## src/rtl/synth_seq_pkg.sv

```systemverilog
// Shared types and default constants for the note sequencer.
// Latency: n/a (declarations only).
// Backpressure: n/a.
package synth_seq_pkg;

    // 12.5 MHz / 260 = 48.077 kHz sample rate; 48 samples make one duration unit
    localparam int          DIV_48KHZ      = 259;
    localparam int          SAMPLES_PER_MS = 48;
    localparam logic [15:0] FREQ_440HZ     = 16'd4723;

    typedef struct packed {
        logic [15:0] freq;
        logic [7:0]  dur;
        logic        last;
    } note_entry_t;

    typedef enum logic [2:0] {
        IDLE,
        LOAD,
        FETCH,
        PLAY,
        GAP,
        NEXT,
        END
    } seq_state_t;

endpackage

```

## src/rtl/note_sequencer_tick_gen.sv

```systemverilog
// Sample-rate and millisecond strobe generator with synchronous clear.
// Latency: ticks are combinational from the counters; first sample_tick DIV_48KHZ cycles after clear.
// Backpressure: none; free-running except when cleared.
//
// Ports:
//   clk_i, rstn_i   clock and asynchronous active-low reset
//   clr_i           synchronous clear of both counters
//   sample_tick_o   one-cycle strobe every DIV_48KHZ+1 clocks
//   ms_tick_o       one-cycle strobe every SAMPLES_PER_MS samples
module seq_tick_gen #(
    parameter int DIV_48KHZ      = 259,
    parameter int SAMPLES_PER_MS = 48
) (
    input  logic clk_i,
    input  logic rstn_i,
    input  logic clr_i,
    output logic sample_tick_o,
    output logic ms_tick_o
);

    localparam int SW = (DIV_48KHZ > 0)      ? $clog2(DIV_48KHZ + 1) : 1;
    localparam int MW = (SAMPLES_PER_MS > 1) ? $clog2(SAMPLES_PER_MS) : 1;

    logic [SW-1:0] r_sample_cnt;
    logic [MW-1:0] r_ms_cnt;
    logic          w_sample_tick;
    logic          w_ms_last;

    assign w_sample_tick = (r_sample_cnt == SW'(DIV_48KHZ));
    assign w_ms_last     = (r_ms_cnt == MW'(SAMPLES_PER_MS - 1));

    always_ff @(posedge clk_i or negedge rstn_i) begin
        if (!rstn_i) begin
            r_sample_cnt <= '0;
            r_ms_cnt     <= '0;
        end else if (clr_i) begin
            r_sample_cnt <= '0;
            r_ms_cnt     <= '0;
        end else if (w_sample_tick) begin
            r_sample_cnt <= '0;
            r_ms_cnt     <= w_ms_last ? '0 : r_ms_cnt + MW'(1);
        end else begin
            r_sample_cnt <= r_sample_cnt + SW'(1);
        end
    end

    assign sample_tick_o = w_sample_tick;
    assign ms_tick_o     = w_sample_tick & w_ms_last;

endmodule

```

## src/rtl/note_sequencer.sv

```systemverilog
// Melody sequencer: walks a runtime-writable note table, driving oscillator frequency and gate.
// Latency: start to first gate = 3 cycles; gate high dur*(DIV_48KHZ+1)*SAMPLES_PER_MS clocks per note.
// Backpressure: none; start ignored while busy, stop aborts immediately, writes always accepted.
//
// Ports:
//   clk_i, rstn_i                         clock and asynchronous active-low reset
//   wr_en_i/addr/freq/dur/last            note table write port (dur 0 = end marker)
//   start_i, stop_i                       single-cycle control pulses; stop wins
//   loop_i                                level, restart from entry 0 at sequence end
//   freq_o, gate_o                        oscillator frequency word and note gate
//   note_idx_o, busy_o, done_o            current entry, non-idle flag, natural-end pulse
module note_sequencer #(
    parameter int DEPTH          = 16,
    parameter int DIV_48KHZ      = synth_seq_pkg::DIV_48KHZ,
    parameter int SAMPLES_PER_MS = synth_seq_pkg::SAMPLES_PER_MS,
    parameter int GAP_MS         = 1
) (
    input  logic                     clk_i,
    input  logic                     rstn_i,
    input  logic                     wr_en_i,
    input  logic [$clog2(DEPTH)-1:0] wr_addr_i,
    input  logic [15:0]              wr_freq_i,
    input  logic [7:0]               wr_dur_i,
    input  logic                     wr_last_i,
    input  logic                     start_i,
    input  logic                     stop_i,
    input  logic                     loop_i,
    output logic [15:0]              freq_o,
    output logic                     gate_o,
    output logic [$clog2(DEPTH)-1:0] note_idx_o,
    output logic                     busy_o,
    output logic                     done_o
);

    import synth_seq_pkg::*;

    localparam int AW = $clog2(DEPTH);

    seq_state_t    r_state, w_nxt_state;
    note_entry_t   r_mem [DEPTH];
    note_entry_t   r_entry;
    logic [AW-1:0] r_idx, w_nxt_idx;
    logic [7:0]    r_cnt, w_nxt_cnt;
    logic [15:0]   r_freq, w_nxt_freq;
    logic          r_gate, r_busy, r_done;
    logic          w_nxt_done;
    logic          w_tick_clr;
    logic          w_sample_tick, w_ms_tick, w_unit_tick;

    seq_tick_gen #(
        .DIV_48KHZ      (DIV_48KHZ),
        .SAMPLES_PER_MS (SAMPLES_PER_MS)
    ) u_tick (
        .clk_i         (clk_i),
        .rstn_i        (rstn_i),
        .clr_i         (w_tick_clr),
        .sample_tick_o (w_sample_tick),
        .ms_tick_o     (w_ms_tick)
    );

    assign w_unit_tick = w_sample_tick & w_ms_tick;

    // Table is not reset. The entry is read only in LOAD, so a write to the
    // entry currently playing is seen on its next LOAD, never mid-note.
    always_ff @(posedge clk_i) begin
        if (wr_en_i)
            r_mem[wr_addr_i] <= {wr_freq_i, wr_dur_i, wr_last_i};
        if (r_state == LOAD)
            r_entry <= r_mem[r_idx];
    end

    always_ff @(posedge clk_i or negedge rstn_i) begin
        if (!rstn_i) begin
            r_state <= IDLE;
            r_idx   <= '0;
            r_cnt   <= '0;
            r_freq  <= '0;
            r_gate  <= 1'b0;
            r_busy  <= 1'b0;
            r_done  <= 1'b0;
        end else begin
            r_state <= w_nxt_state;
            r_idx   <= w_nxt_idx;
            r_cnt   <= w_nxt_cnt;
            r_freq  <= w_nxt_freq;
            r_gate  <= (w_nxt_state == PLAY);
            r_busy  <= (w_nxt_state != IDLE);
            r_done  <= w_nxt_done;
        end
    end

    always_comb begin
        w_nxt_state = r_state;
        w_nxt_idx   = r_idx;
        w_nxt_cnt   = r_cnt;
        w_nxt_freq  = r_freq;
        w_nxt_done  = 1'b0;
        w_tick_clr  = 1'b0;

        case (r_state)
            IDLE: begin
                if (start_i && !stop_i) begin
                    w_nxt_state = LOAD;
                    w_nxt_idx   = '0;
                end
            end
            LOAD: w_nxt_state = FETCH;
            FETCH: begin
                if (r_entry.dur == 8'd0) begin
                    w_nxt_state = END;
                end else begin
                    w_nxt_freq  = r_entry.freq;
                    w_nxt_cnt   = r_entry.dur;
                    w_nxt_state = PLAY;
                    // Restart the prescaler so the note lasts whole ms units exactly
                    w_tick_clr  = 1'b1;
                end
            end
            PLAY: begin
                if (w_unit_tick) begin
                    w_nxt_cnt = r_cnt - 8'd1;
                    if (r_cnt == 8'd1) begin
                        if (GAP_MS > 0) begin
                            w_nxt_state = GAP;
                            w_nxt_cnt   = 8'(GAP_MS);
                            w_tick_clr  = 1'b1;
                        end else begin
                            w_nxt_state = NEXT;
                        end
                    end
                end
            end
            GAP: begin
                if (w_unit_tick) begin
                    w_nxt_cnt = r_cnt - 8'd1;
                    if (r_cnt == 8'd1)
                        w_nxt_state = NEXT;
                end
            end
            NEXT: begin
                if (r_entry.last || (r_idx == AW'(DEPTH - 1))) begin
                    w_nxt_state = END;
                end else begin
                    w_nxt_idx   = r_idx + AW'(1);
                    w_nxt_state = LOAD;
                end
            end
            END: begin
                if (loop_i) begin
                    w_nxt_idx   = '0;
                    w_nxt_state = LOAD;
                end else begin
                    w_nxt_done  = 1'b1;
                    w_nxt_freq  = '0;
                    w_nxt_state = IDLE;
                end
            end
            default: w_nxt_state = IDLE;
        endcase

        // Abort overrides every other transition
        if (stop_i && (r_state != IDLE)) begin
            w_nxt_state = IDLE;
            w_nxt_idx   = '0;
            w_nxt_freq  = '0;
            w_nxt_done  = 1'b0;
            w_tick_clr  = 1'b0;
        end
    end

    assign freq_o     = r_freq;
    assign gate_o     = r_gate;
    assign note_idx_o = r_idx;
    assign busy_o     = r_busy;
    assign done_o     = r_done;

endmodule

```

## config.mk

```make
export PLATFORM = sky130hd
export DESIGN_NAME = note_sequencer
export DESIGN_NICKNAME = d
export VERILOG_FILES = /design/src/rtl/synth_seq_pkg.sv /design/src/rtl/note_sequencer_tick_gen.sv /design/src/rtl/note_sequencer.sv
export SDC_FILE = /design/constraint.sdc
export NUM_CORES = 1
export LEC_CHECK = 0
export BUFFER_PORTS_ARGS = -buffer_cell sky130_fd_sc_hd__buf_4
export CAP_MARGIN = 20
export CELL_PAD_IN_SITES_DETAIL_PLACEMENT = 1
export CELL_PAD_IN_SITES_GLOBAL_PLACEMENT = 1
export CORE_AREA = 4 4 185 187
export DETAILED_ROUTE_END_ITERATION = 12
export DIE_AREA = 0 0 189 191
export PLACE_DENSITY_LB_ADDON = 0.2
export SETUP_SLACK_MARGIN = 0.4
export SLEW_MARGIN = 20
export SYNTH_ARGS = -nofsm -noshare
export SYNTH_HDL_FRONTEND = slang
export SYNTH_SLANG_ARGS = --single-unit
```

## constraint.sdc

```tcl
create_clock -name clk_i -period 6.6 [get_ports clk_i]
set_input_delay 0 -clock clk_i [delete_from_list [all_inputs] [get_ports clk_i]]
set_output_delay 0 -clock clk_i [all_outputs]
set_load 0.01 [all_outputs]
```

## After elaboration in Yosys (flattened, before gate mapping)

Memories as Yosys holds them, arrays and structs flattened. A register that Yosys moved wholly into a read port is not among the register bits.
Cells that the tools add are included.

| word-level totals | value |
|---|---|
| register bits after elaboration | 49 |
| bits in writable memories | 400 |
| input bits | 35 |
| output and inout bits | 23 |
| word-level logic and storage cells | 89 |
| memories kept | 1 |

| cells by class | value |
|---|---|
| add/sub/neg operators | 4 |
| equal/unequal tests | 19 |
| multiplexer cells | 39 |
| bitwise operators | 2 |
| reductions and logical operators | 15 |

Memories:

| memory | depth | width | rd ports | clocked after Yosys merged registers in | wr ports | RTL line | RTL |
|---|---|---|---|---|---|---|---|
| r_mem | 16 | 25 | 1 | 1 | 1 | note_sequencer.sv:40 | `note_entry_t r_mem [DEPTH];` |

Operators by type and width:

| operator | count |
|---|---|
| $mux W16 | 3 |
| $mux W8 | 4 |
| $pmux W16 S2 | 1 |
| $mux W3 | 8 |
| $pmux W8 S3 | 1 |
| $pmux W3 S7 | 1 |
| $mux W6 | 3 |
| $mux W9 | 2 |
| $mux W4 | 4 |
| $ne A3 B3 Y1 const B | 5 |
| $pmux W4 S3 | 1 |
| $reduce_bool A3 Y1 | 4 |
| $mux W1 | 10 |
| $add A9 B1 Y9 const B | 1 |
| $eq A3 B2 Y1 const B | 3 |
| $eq A3 B3 Y1 const B | 3 |
| $eq A9 B9 Y1 const B | 1 |
| $eq A8 B1 Y1 const B | 1 |
| $logic_not A8 Y1 | 1 |
| $reduce_and A4 Y1 | 2 |
| $sub A8 B1 Y8 const B | 1 |
| $add A6 B1 Y6 const B | 1 |
| $eq A6 B6 Y1 const B | 1 |
| $ne A2 B2 Y1 const B | 3 |
| other kinds (12) | 14 |

## Depth between registers and ports, before layout

Gate-level depths: netlist of the first run.

| logic depth | value |
|---|---|
| depth in word-level cells | 7 |
| gate-level depth with buffers | 8 |
| mapped depth without buffers | 6 |

## Cells and area by module

From an unflattened synthesis of the first run, not the netlist that was laid out.

| unflattened totals | value |
|---|---|
| cell total of the unflattened synthesis | 1094 |
| area total of the unflattened synthesis | 18900.6 um^2 |

By module, submodules not included:

| module | times used | cells an instance | area each (um^2) | sequential area each (um^2) |
|---|---|---|---|---|
| note_sequencer | 1 | 1007 | 18089.8 | 13613.1 |
| seq_tick_gen | 1 | 87 | 810.8 | 375.4 |

## Least setup slack after synthesis of the first run

OpenSTA, ideal clock, no wires.

| timing path | value |
|---|---|
| path type | reg-to-reg |
| start | register r_state[1] |
| end | register r_entry[0] (netlist name) |
| library setup time | 0.438 ns |
| arrival | 2.491 ns |
| data required time | 6.162 ns |
| setup slack | 3.671 ns |
| stages on the path, launching flop included | 4 |
| buffers on the path | 2 |
| clock period less this slack | 2.929 ns |
| cell sequence | dfrtp_1 > buf_2 > buf_1 > nor3_1 |

| on the way | value |
|---|---|
| word-level cells in the longest chain between the ends | 1 |

Ends and longest elaborated chain:

| what | RTL line | RTL |
|---|---|---|
| start: declaration | note_sequencer.sv:39 | `seq_state_t r_state, w_nxt_state;` |
| start signal: assignment | note_sequencer.sv:82 | `r_state <= w_nxt_state;` |
| $eq A3 B1 Y1 | note_sequencer.sv:68 | `if (r_state == LOAD)` |

Every way passes these cells.
A chain may end at the register's enable or synchronous reset.

## Final worst setup path of the first run

| timing path | value |
|---|---|
| start | register r_idx[1], in the netlist note_idx_o[1] |
| end | register r_busy, in the netlist busy_o |

| on the way | value |
|---|---|
| word-level cells in the longest chain between the ends | 6 |

Ends and longest elaborated chain:

| what | RTL line | RTL |
|---|---|---|
| start: declaration | note_sequencer.sv:42 | `logic [AW-1:0] r_idx, w_nxt_idx;` |
| start signal: assignment | note_sequencer.sv:83 | `r_idx <= w_nxt_idx;` |
| $eq A4 B4 Y1 | note_sequencer.sv:141 | `if (r_entry.last \|\| (r_idx == AW'(DEPTH - 1))) begin` |
| $logic_or A1 B1 Y1 | note_sequencer.sv:141 |  |
| $mux W3 | note_sequencer.sv:141 |  |
| $pmux W3 S7 | note_sequencer.sv:100 | `case (r_state)` |
| $mux W3 | note_sequencer.sv:162 | `if (stop_i && (r_state != IDLE)) begin` |
| $reduce_bool A3 Y1 | note_sequencer.sv:87 | `r_busy <= (w_nxt_state != IDLE);` |
| end signal: assignment | note_sequencer.sv:87 |  |
| end: declaration | note_sequencer.sv:45 | `logic r_gate, r_busy, r_done;` |

Every way passes these cells.

==> results of run 1 <==
area by class of cell:
type,instances,area [um^2]
repair buffers,105,982
multi-input cells,495,4500
inverters,26,97.6
clock inverters,28,231
flip-flops and latches,474,14000
clock buffers,58,1280
well taps,442,553
fillers,2743,10800
sequential cells by signal, summed over array words and instances (netlist names):
name                 count
freq_o                  16
done_o                   1
r_cnt                    8
r_entry                 25
r_state                  3
r_mem                  400
u_tick.r_sample_cnt      9
gate_o                   1
note_idx_o               4
u_tick.r_ms_cnt          6
busy_o                   1
worst paths after layout:
kind	slack, ps	depth (start not counted)	end	start
worst max-delay path	3580	7	busy_o	note_idx_o[1]
worst min-delay path	20	2	u_tick.r_sample_cnt[0]	rstn_i
worst max register to register	3580	7	busy_o	note_idx_o[1]
worst min register to register	480	2	freq_o[12]	r_entry[21]
max in group asynchronous	6120	2	note_idx_o[0]	rstn_i
min in group clk_i	40	3	r_mem[0][15]	wr_addr_i[1]
worst max-delay path, stage by stage (launching register included):
cell and delay, ps:
dfrtp_2 670, buf_4 600, ha_1 320, a31oi_1 170
nand2_1 200, o31ai_1 120, a311oi_2 340, or3b_1 390
synthesized netlist by cell type (all sizes together), types with 2 or more instances:
cell type,n
a21boi,2
a21oi,5
a221oi,50
a22o,6
a22oi,25
a31oi,4
a32o,6
and2,4
and3,5
buf,26
clkbuf,28
dfrtp,49
edfxtp,425
ha,5
inv,26
mux2i,103
mux4,50
nand2,37
nand2b,4
nand3,23
nand3b,2
nor2,44
nor2b,2
nor3,9
nor3b,4
nor4,2
nor4b,2
o2111ai,3
o21ai,56
o22ai,3
o31ai,3
or3,2
or3b,2
or4,2
xnor2,6
xor2,6
where the power goes:
group	switching, uW	internal [uW]
Combinational	410	275
Clock	1090	1530
Sequential	163	3470
Total	1660	5270
layer usage:
| metal | up-vias | share of wire, % |
|---|---|---|
| met2 | 349 | 50 |
| met5 | - | 0.029 |
| li1 | 4444 | - |
| met3 | 59 | 6.3 |
| met4 | 2 | 1.6 |
| met1 | 5371 | 43 |
metrics by stage:
step | cell area [um^2] | util, % | hold WS [ps] | cells
5_1_grt | 21600 | 66.7 | 39.9 | 1628
3_3_place_gp | 19700 | 60.6 | 62.1 | 1506
3_5_place_dp | 19700 | 60.6 | 63.7 | 1506
4_1_cts | 21500 | 66.2 | 20.1 | 1621
6_report | 21600 | 66.7 | 22.2 | 1628
2_1_floorplan | 18700 | - | -296 | 1049
cell families (layout without fill, tap and decap cells):
family | after synthesis | after routing | synth area share (%)
fa+ha+maj | 5 | 5 | 0.335
mux | 153 | 153 | 11.5
buf+inv | 80 | 217 | 1.75
xor+xnor | 12 | 12 | 0.563
flops | 474 | 474 | 74.9
simple gates | 149 | 149 | 4.08
compound gates | 176 | 176 | 6.86
==> flow_metrics.py, run 1 <==
metrics = {
    "global_route": {
        "grt_max_degree": 119,
        "grt_pass1_wl_um": 68100,
        "grt_pass1_vias": 11000,
        "gr-total-overflow": 0,
        "grt_util_all_layers_pct": 25.3,
        "antenna_found_initial": 1,
        "grt-busiest-layer": "met2",
        "use_met3_pct": 4.71,
        "use_met2_pct": 41.7,
        "grt_util_met1_pct": 36.0,
    },
    "route": {
        "viasPerCell": 6.28,
        "drt-pass1-iter-count": 5,
        "ant_nets": 0,
        "detail_route.wirelength_um": 44900,
        "drt-wirelength-per-cell_um": 27.6,
        "drt_iter0_drc": 947,
        "via_count": 10200,
        "drc_errors": 0,
    },
    "timing": {
        "finalCritPeriodShare_pct": 45.8,
        "finalSetupViolations": 0,
        "tightest_slew_ps": 1090,
        "setup_tns_ps": 0,
        "hold_viol_final": 0,
        "rsz0062_at_grt": "false",
        "relSlewSlack_pct": 26.9,
        "fin_crit_ps": 3020,
        "setup_ws_ps": 3580,
        "clock_skew_ps": 21.6,
        "max_clock_freq_mhz": 331,
        "report.final.slew_viol_count": 0,
    },
    "pwr": {
        "leakage_uw": 0.00705,
        "powerDensity_nw_per_um2": 321,
        "ir_drop_mv": 0.248,
        "totalPowerFinal_uw": 6940,
    },
    "worst_setup_path": {
        "cp-end-kind": "flop",
        "worstSetupPathType": "reg2reg",
        "required_ps": 7020,
        "arrival_ps": 3440,
        "crit_fanout": 38,
        "cp-start-kind": "flop",
    },
    "synthesis": {
        "ys_types": 64,
        "synthFlopType": "edfxtp_1",
        "async_flop_share_pct": 10.3,
        "synth-edff-count": 425,
        "ys_seq_area_share_pct": 74.9,
        "synth.top_cell.area_share_pct": 68.3,
        "yosys_warnings": 0,
        "syn_inst": 1049,
        "syn_avg_cell_area_um2": 17.8,
        "syn-num-nets": 1089,
        "netlist_area_um2": 18700,
        "ys_seq_elements": 474,
        "yosys.area.top_type": "edfxtp_1",
        "synth_area_leaders": "edfxtp_1 68%, dfrtp_1 6.6%, mux4_2 6.0%",
    },
    "clock_tree": {
        "cts_buffer_depth": 3,
        "clock_latency_ps": 570,
        "numCtsBuffers": 49,
        "cts_num_sinks": 474,
        "holdBufCountCts": 29,
        "clkSlewWorstSetupHoldPaths_ps": 60,
        "postCtsSetupRepairBufs": 0,
        "cts_tree": "built",
        "htreeDepth": 2,
        "clock-root-buffer": "clkbuf_16",
        "post_cts_resized": 0,
    },
    "floorplan": {
        "die_h_um": 191,
        "core-area_um2": 32500,
        "dieArea_um2": 36100,
        "fp-row-count": 66,
        "start_util_pct": 57.6,
        "pin_count": 58,
        "dieWidth_um": 189,
    },
    "finish": {
        "final_nets": 1191,
        "area_growth_pct": 15.8,
        "antenna_cells": 0,
        "final_common_cell": "edfxtp_1",
        "most-common-layout-cells": "425 x edfxtp_1, 103 x mux2i_1, 68 x buf_4",
        "drive_gt1_share_pct": 19.1,
    },
    "hold_path": {
        "worstHoldPathType": "in2async",
    },
    "placement": {
        "port_buffers": 57,
        "place_ws_ps": 3670,
        "dp_hpwl_um": 24800,
        "gp_congestion": 0.785,
    },
    "outcome": {
        "outcome": "completed",
    },
    "job": {
        "max-cap-violations": 0,
    },
}
Power figures use the tool's default switching activity.
==> inputs of run 2 (changes only) <==
ABC_AREA = 1   (was unset)
CORE_AREA = 4 4 201 203   (was 4 4 185 187)
DIE_AREA = 0 0 205 207   (was 0 0 189 191)
clock period = 3 ns   (was 6.6 ns; I/O delays follow)
==> flow_metrics.py, run 2 <==
metrics = {
    "global_route": {
        "grt-busiest-layer": "met2",
        "use_met2_pct": 41.1,
        "grt_util_met1_pct": 35.4,
        "grt_pass1_vias": 13800,
        "grt_pass1_wl_um": 80900,
        "grt_util_all_layers_pct": 25.1,
        "use_met3_pct": 3.38,
        "grt_max_degree": 162,
        "antenna_found_initial": 1,
        "gr-total-overflow": 0,
    },
    "route": {
        "ant_nets": 0,
        "viasPerCell": 5.76,
        "drt-pass1-iter-count": 5,
        "via_count": 13100,
        "drt_iter0_drc": 1121,
        "drc_errors": 0,
        "detail_route.wirelength_um": 53300,
        "drt-wirelength-per-cell_um": 23.4,
    },
    "clock_tree": {
        "clock_latency_ps": 580,
        "cts_buffer_depth": 3,
        "numCtsBuffers": 50,
        "cts_tree": "built",
        "clock-root-buffer": "clkbuf_16",
        "holdBufCountCts": 31,
        "postCtsSetupRepairBufs": 0,
        "clkSlewWorstSetupHoldPaths_ps": 60,
        "cts_num_sinks": 474,
        "htreeDepth": 2,
        "post_cts_resized": 0,
    },
    "job": {
        "max-cap-violations": 0,
    },
    "pwr": {
        "ir_drop_mv": 0.362,
        "leakage_uw": 0.00807,
        "powerDensity_nw_per_um2": 693,
    },
    "synthesis": {
        "synth_area_leaders": "edfxtp_1 66%, nand2_1 6.7%, dfrtp_1 6.3%",
        "async_flop_share_pct": 10.3,
        "ys_top_cells_by_count": "425 x edfxtp_1, 348 x nand2_1, 160 x nor2_1",
        "ys_seq_elements": 474,
        "ys_seq_area_share_pct": 72.0,
        "synth.top_cell.area_share_pct": 65.7,
        "ys_types": 34,
        "syn_avg_cell_area_um2": 12.0,
        "yosysMostFrequentCell": "edfxtp_1",
        "synthFlopType": "edfxtp_1",
        "yosys.area.top_type": "edfxtp_1",
        "syn-num-nets": 1661,
        "yosys_warnings": 0,
        "synth-edff-count": 425,
        "syn_inst": 1621,
        "netlist_area_um2": 19400,
    },
    "finish": {
        "multiInputGateArea_um2": 4530,
        "final_nets": 1758,
        "largest_reg_flops": 400,
        "most-common-layout-cells": "425 x edfxtp_1, 348 x nand2_1, 155 x inv_1",
        "antenna_cells": 0,
        "regMostFlops": "r_mem",
        "post-route-util_pct": 58.4,
        "n_fill_cell": 3912,
        "drive_gt1_share_pct": 11.7,
        "area_growth_pct": 15.6,
        "seqCellArea_um2": 14000,
        "final_common_cell": "edfxtp_1",
    },
    "timing": {
        "setup_tns_ps": 0,
        "clock_skew_ps": 10.1,
        "finalCritPeriodShare_pct": 72.4,
        "hold_viol_final": 0,
        "relSlewSlack_pct": 41.6,
        "finalSetupViolations": 0,
        "fin_crit_ps": 2170,
        "max_clock_freq_mhz": 460,
        "rsz0062_at_grt": "false",
        "setup_ws_ps": 828,
        "tightest_slew_ps": 874,
        "report.final.slew_viol_count": 0,
    },
    "placement": {
        "dp_hpwl_um": 30100,
        "gp_congestion": 0.794,
        "port_buffers": 57,
        "place_ws_ps": 836,
    },
    "floorplan": {
        "die_h_um": 207,
        "dieWidth_um": 205,
        "start_util_pct": 50.5,
        "fp-row-count": 72,
        "dieArea_um2": 42400,
        "core-area_um2": 38500,
        "pin_count": 58,
    },
    "worst_setup_path": {
        "arrival_ps": 2480,
        "cp-start-kind": "flop",
        "cp-end-kind": "flop",
        "required_ps": 3310,
        "crit_path_max_incr_delay_ps": 620,
        "path_cells": "clkinv_2, buf_12, nor2_1, o211ai_1, o2111ai_1, nand2_1",
        "crit_fanout": 52,
        "cp_slowest_cell": "dfrtp_4",
        "worstSetupPathType": "reg2reg",
    },
    "outcome": {
        "outcome": "completed",
    },
    "hold_path": {
        "worstHoldPathType": "in2reg",
    },
}
==> run 2: cell count changes after synthesis, sizes merged, moves of 67 or more <==
cell and delta:
inv +136, nand3 +67, o211ai +75, nor2 +120, mux2i -103, nand2 +318
==> run 2: final timing paths <==
kind,start,cells past startpoint,to,slack (ps)
worst max-delay path,note_idx_o[0],6,r_entry[12],830
worst min-delay path,wr_addr_i[0],3,r_mem[13][7],110
worst max register to register,note_idx_o[0],6,r_entry[12],830
worst min register to register,u_tick.r_sample_cnt[0],1,u_tick.r_sample_cnt[0],480
max in group asynchronous,rstn_i,4,r_cnt[5],2130
min in group asynchronous,rstn_i,3,note_idx_o[0],430
==> run 2: cell type report <==
cell class / count / area share (%)
repair buffers: 125 / 4.96
clock inverters: 31 / 1.27
flip-flops and latches: 474 / 62.3
clock buffers: 57 / 5.69
inverters: 164 / 2.75
multi-input cells: 903 / 20.2
well taps: 518 / 2.88
==> run 2: routing by layer <==
layer / part of all wire (%) / up-vias
met5: 0.023 / -
met4: 2.4 / 2
met3: 6.2 / 94
met2: 49 / 445
met1: 42 / 6689
li1: - / 5865
==> run 2: metrics by stage <==
step	hold WS [ps]	power, uW	instances	instance area, um^2
global placement	66.4	9600	2153	20600
finish	115	15600	2272	22500
detailed placement	70.7	9690	2153	20600
CTS	80.7	15700	2272	22500
global route	111	16200	2272	22500
floorplan	-296	8990	1621	19400
==> run 2: cells by family (layout without fill, tap and decap cells) <==
logic type      Yosys count  in the layout  share of synthesized area [%]
simple gates            624            624                           13.1
flops                   474            474                           72.0
compound gates          267            267                           8.94
buf+inv                 244            377                           5.38
xor+xnor                  7              7                          0.316
fa+ha+maj                 5              5                          0.322
==> run 2: worst max-delay path: cells and delay by family (launching register included) <==
kind | cells | cell delay [ps]
and+or+nand+nor | 2 | 260
buffers and inverters | 2 | 730
DFF | 1 | 620
AOI/OAI and AO/OA | 2 | 270
==> run 2: report_power, final <==
part / internal, uW / switching, uW
clock network: 3470 / 2500
logic: 591 / 1090
registers: 7650 / 267
total: 11700 / 3860
==> inputs of run 3 (changes only) <==
CORE_AREA = 4 4 211 213   (was 4 4 201 203)
DIE_AREA = 0 0 215 217   (was 0 0 205 207)
clock period = 1.9 ns   (was 3 ns; I/O delays follow)
==> flow_metrics.py, run 3 (synthesis results as in run 2) <==
metrics = {
    "outcome": {
        "outcome": "completed",
    },
    "timing": {
        "tightest_slew_ps": 668,
        "rsz0062_at_grt": "true",
        "finalSetupViolations": 0,
        "relSlewSlack_pct": 55.4,
        "max_clock_freq_mhz": 574,
        "finalCritPeriodShare_pct": 91.8,
        "clock_skew_ps": 13.3,
        "hold_viol_final": 0,
        "setup_tns_ps": 0,
        "report.final.slew_viol_count": 0,
        "fin_crit_ps": 1740,
    },
    "clock_tree": {
        "clock-root-buffer": "clkbuf_16",
        "htreeDepth": 2,
        "cts_buffer_depth": 3,
        "clock_latency_ps": 600,
        "cts_num_sinks": 474,
        "clkSlewWorstSetupHoldPaths_ps": 60,
        "numCtsBuffers": 50,
        "cts_tree": "built",
    },
    "finish": {
        "regMostFlops": "r_mem",
        "area_growth_pct": 25.4,
        "drive_gt1_share_pct": 21.4,
        "final_common_cell": "edfxtp_1",
        "largest_reg_flops": 400,
        "post-route-util_pct": 57.1,
        "design_area_um2": 24400,
        "most-common-layout-cells": "425 x edfxtp_1, 324 x nand2_1, 147 x inv_1",
        "final_nets": 1840,
        "antenna_cells": 0,
    },
    "worst_setup_path": {
        "required_ps": 2240,
        "crit_fanout": 9,
        "arrival_ps": 2080,
        "worstSetupPathType": "reg2reg",
        "cp-end-kind": "flop",
        "cp-start-kind": "flop",
    },
    "global_route": {
        "grt_util_all_layers_pct": 23.8,
        "grt_pass1_vias": 14200,
        "grt_pass1_wl_um": 84600,
        "antenna_found_initial": 0,
        "gr-total-overflow": 0,
        "grt_max_degree": 53,
    },
    "route": {
        "drt-wirelength-per-cell_um": 24.1,
        "viasPerCell": 5.64,
        "ant_nets": 0,
        "drt-pass1-iter-count": 5,
        "detail_route.wirelength_um": 57400,
        "drt_iter0_drc": 1308,
        "drc_errors": 0,
        "via_count": 13400,
    },
    "floorplan": {
        "fp-row-count": 76,
        "dieWidth_um": 215,
        "pin_count": 58,
        "dieArea_um2": 46700,
        "start_util_pct": 45.5,
        "core-area_um2": 42700,
        "die_h_um": 217,
    },
    "pwr": {
        "swShare_pct": 26.6,
        "leakage_uw": 0.00882,
        "seqPwrFrac_pct": 48.4,
        "combPwrFrac_pct": 15.9,
        "powerDensity_nw_per_um2": 1070,
        "power_switching_uw": 6910,
        "clockPowerShare_pct": 35.6,
        "ir_drop_mv": 0.695,
        "p_int_uw": 19100,
    },
    "placement": {
        "port_buffers": 57,
        "gp_congestion": 0.783,
        "dp_hpwl_um": 29200,
        "postPlaceCellArea_um2": 21000,
    },
    "hold_path": {
        "worstHoldPathType": "in2reg",
    },
    "job": {
        "max-cap-violations": 0,
    },
}
-- run 3: path summary, 6_finish.rpt --
path,from,slack (ps),depth (start not counted),to
hold reg to reg,r_entry[20],520,2,freq_o[11]
max in group asynchronous,rstn_i,870,3,note_idx_o[0]
setup / recovery,note_idx_o[0],160,7,r_entry[3]
setup reg to reg,note_idx_o[0],160,7,r_entry[3]
min in group asynchronous,rstn_i,530,3,r_cnt[2]
hold / removal,start_i,50,7,note_idx_o[2]
-- run 3: through the flow --
step	cells	hold slack [ps]	total power (uW)	worst slack (ps)
2_1_floorplan	1621	-296	14200	211
3_3_place_gp	2198	69.0	15300	176
3_5_place_dp	2198	83.1	15400	177
4_1_cts	2358	40.4	25100	184
5_1_grt	2384	140	27000	95.7
6_report	2384	51.2	26000	156
-- run 3: metal layers --
metal	global-route usage, %	vias to the layer above	share of wire (%)
li1	-	6054	-
met1	32.2	6885	42
met2	40.1	402	49
met3	3.55	102	5.9
met4	7.69	0	2.7
met5	0	-	0
-- run 3: repair_timing --
action                                  4_1_cts  5_1_grt
setup buffers                                30       20
gates cloned                                 11        6
hold endpoints to repair                    481        0
gates resized for setup                      80      116
endpoints found under the setup margin       69       87
pin swaps                                    15       42
hold buffers                                 29        0
-- run 3: final cells by class --
class / instances / area (um^2)
Tap cell: 546 / 683
Clock inverter: 30 / 209
Clock buffer: 60 / 1320
Fill cell: 4266 / 18300
Inverter: 164 / 621
Timing Repair Buffer: 206 / 2490
Sequential cell: 474 / 14000
Multi-Input combinational cell: 904 / 5040
-- run 3: critical path, stage by stage (launching register included) --
cell and delay, ps:
dfrtp_4 530, buf_12 190, buf_4 160, buf_16 130
o21ai_2 120, o211ai_1 140, o2111ai_2 140, nand2_1 70
-- run 3: power by group through the flow --
stage / sequential (uW) / clock, uW / combinational (uW)
2_1_floorplan: 12600 / 0 / 1560
3_3_place_gp: 12700 / 0 / 2600
3_5_place_dp: 12700 / 0 / 2710
4_1_cts: 12500 / 9420 / 3200
5_1_grt: 12600 / 9860 / 4530
6_report: 12600 / 9260 / 4140
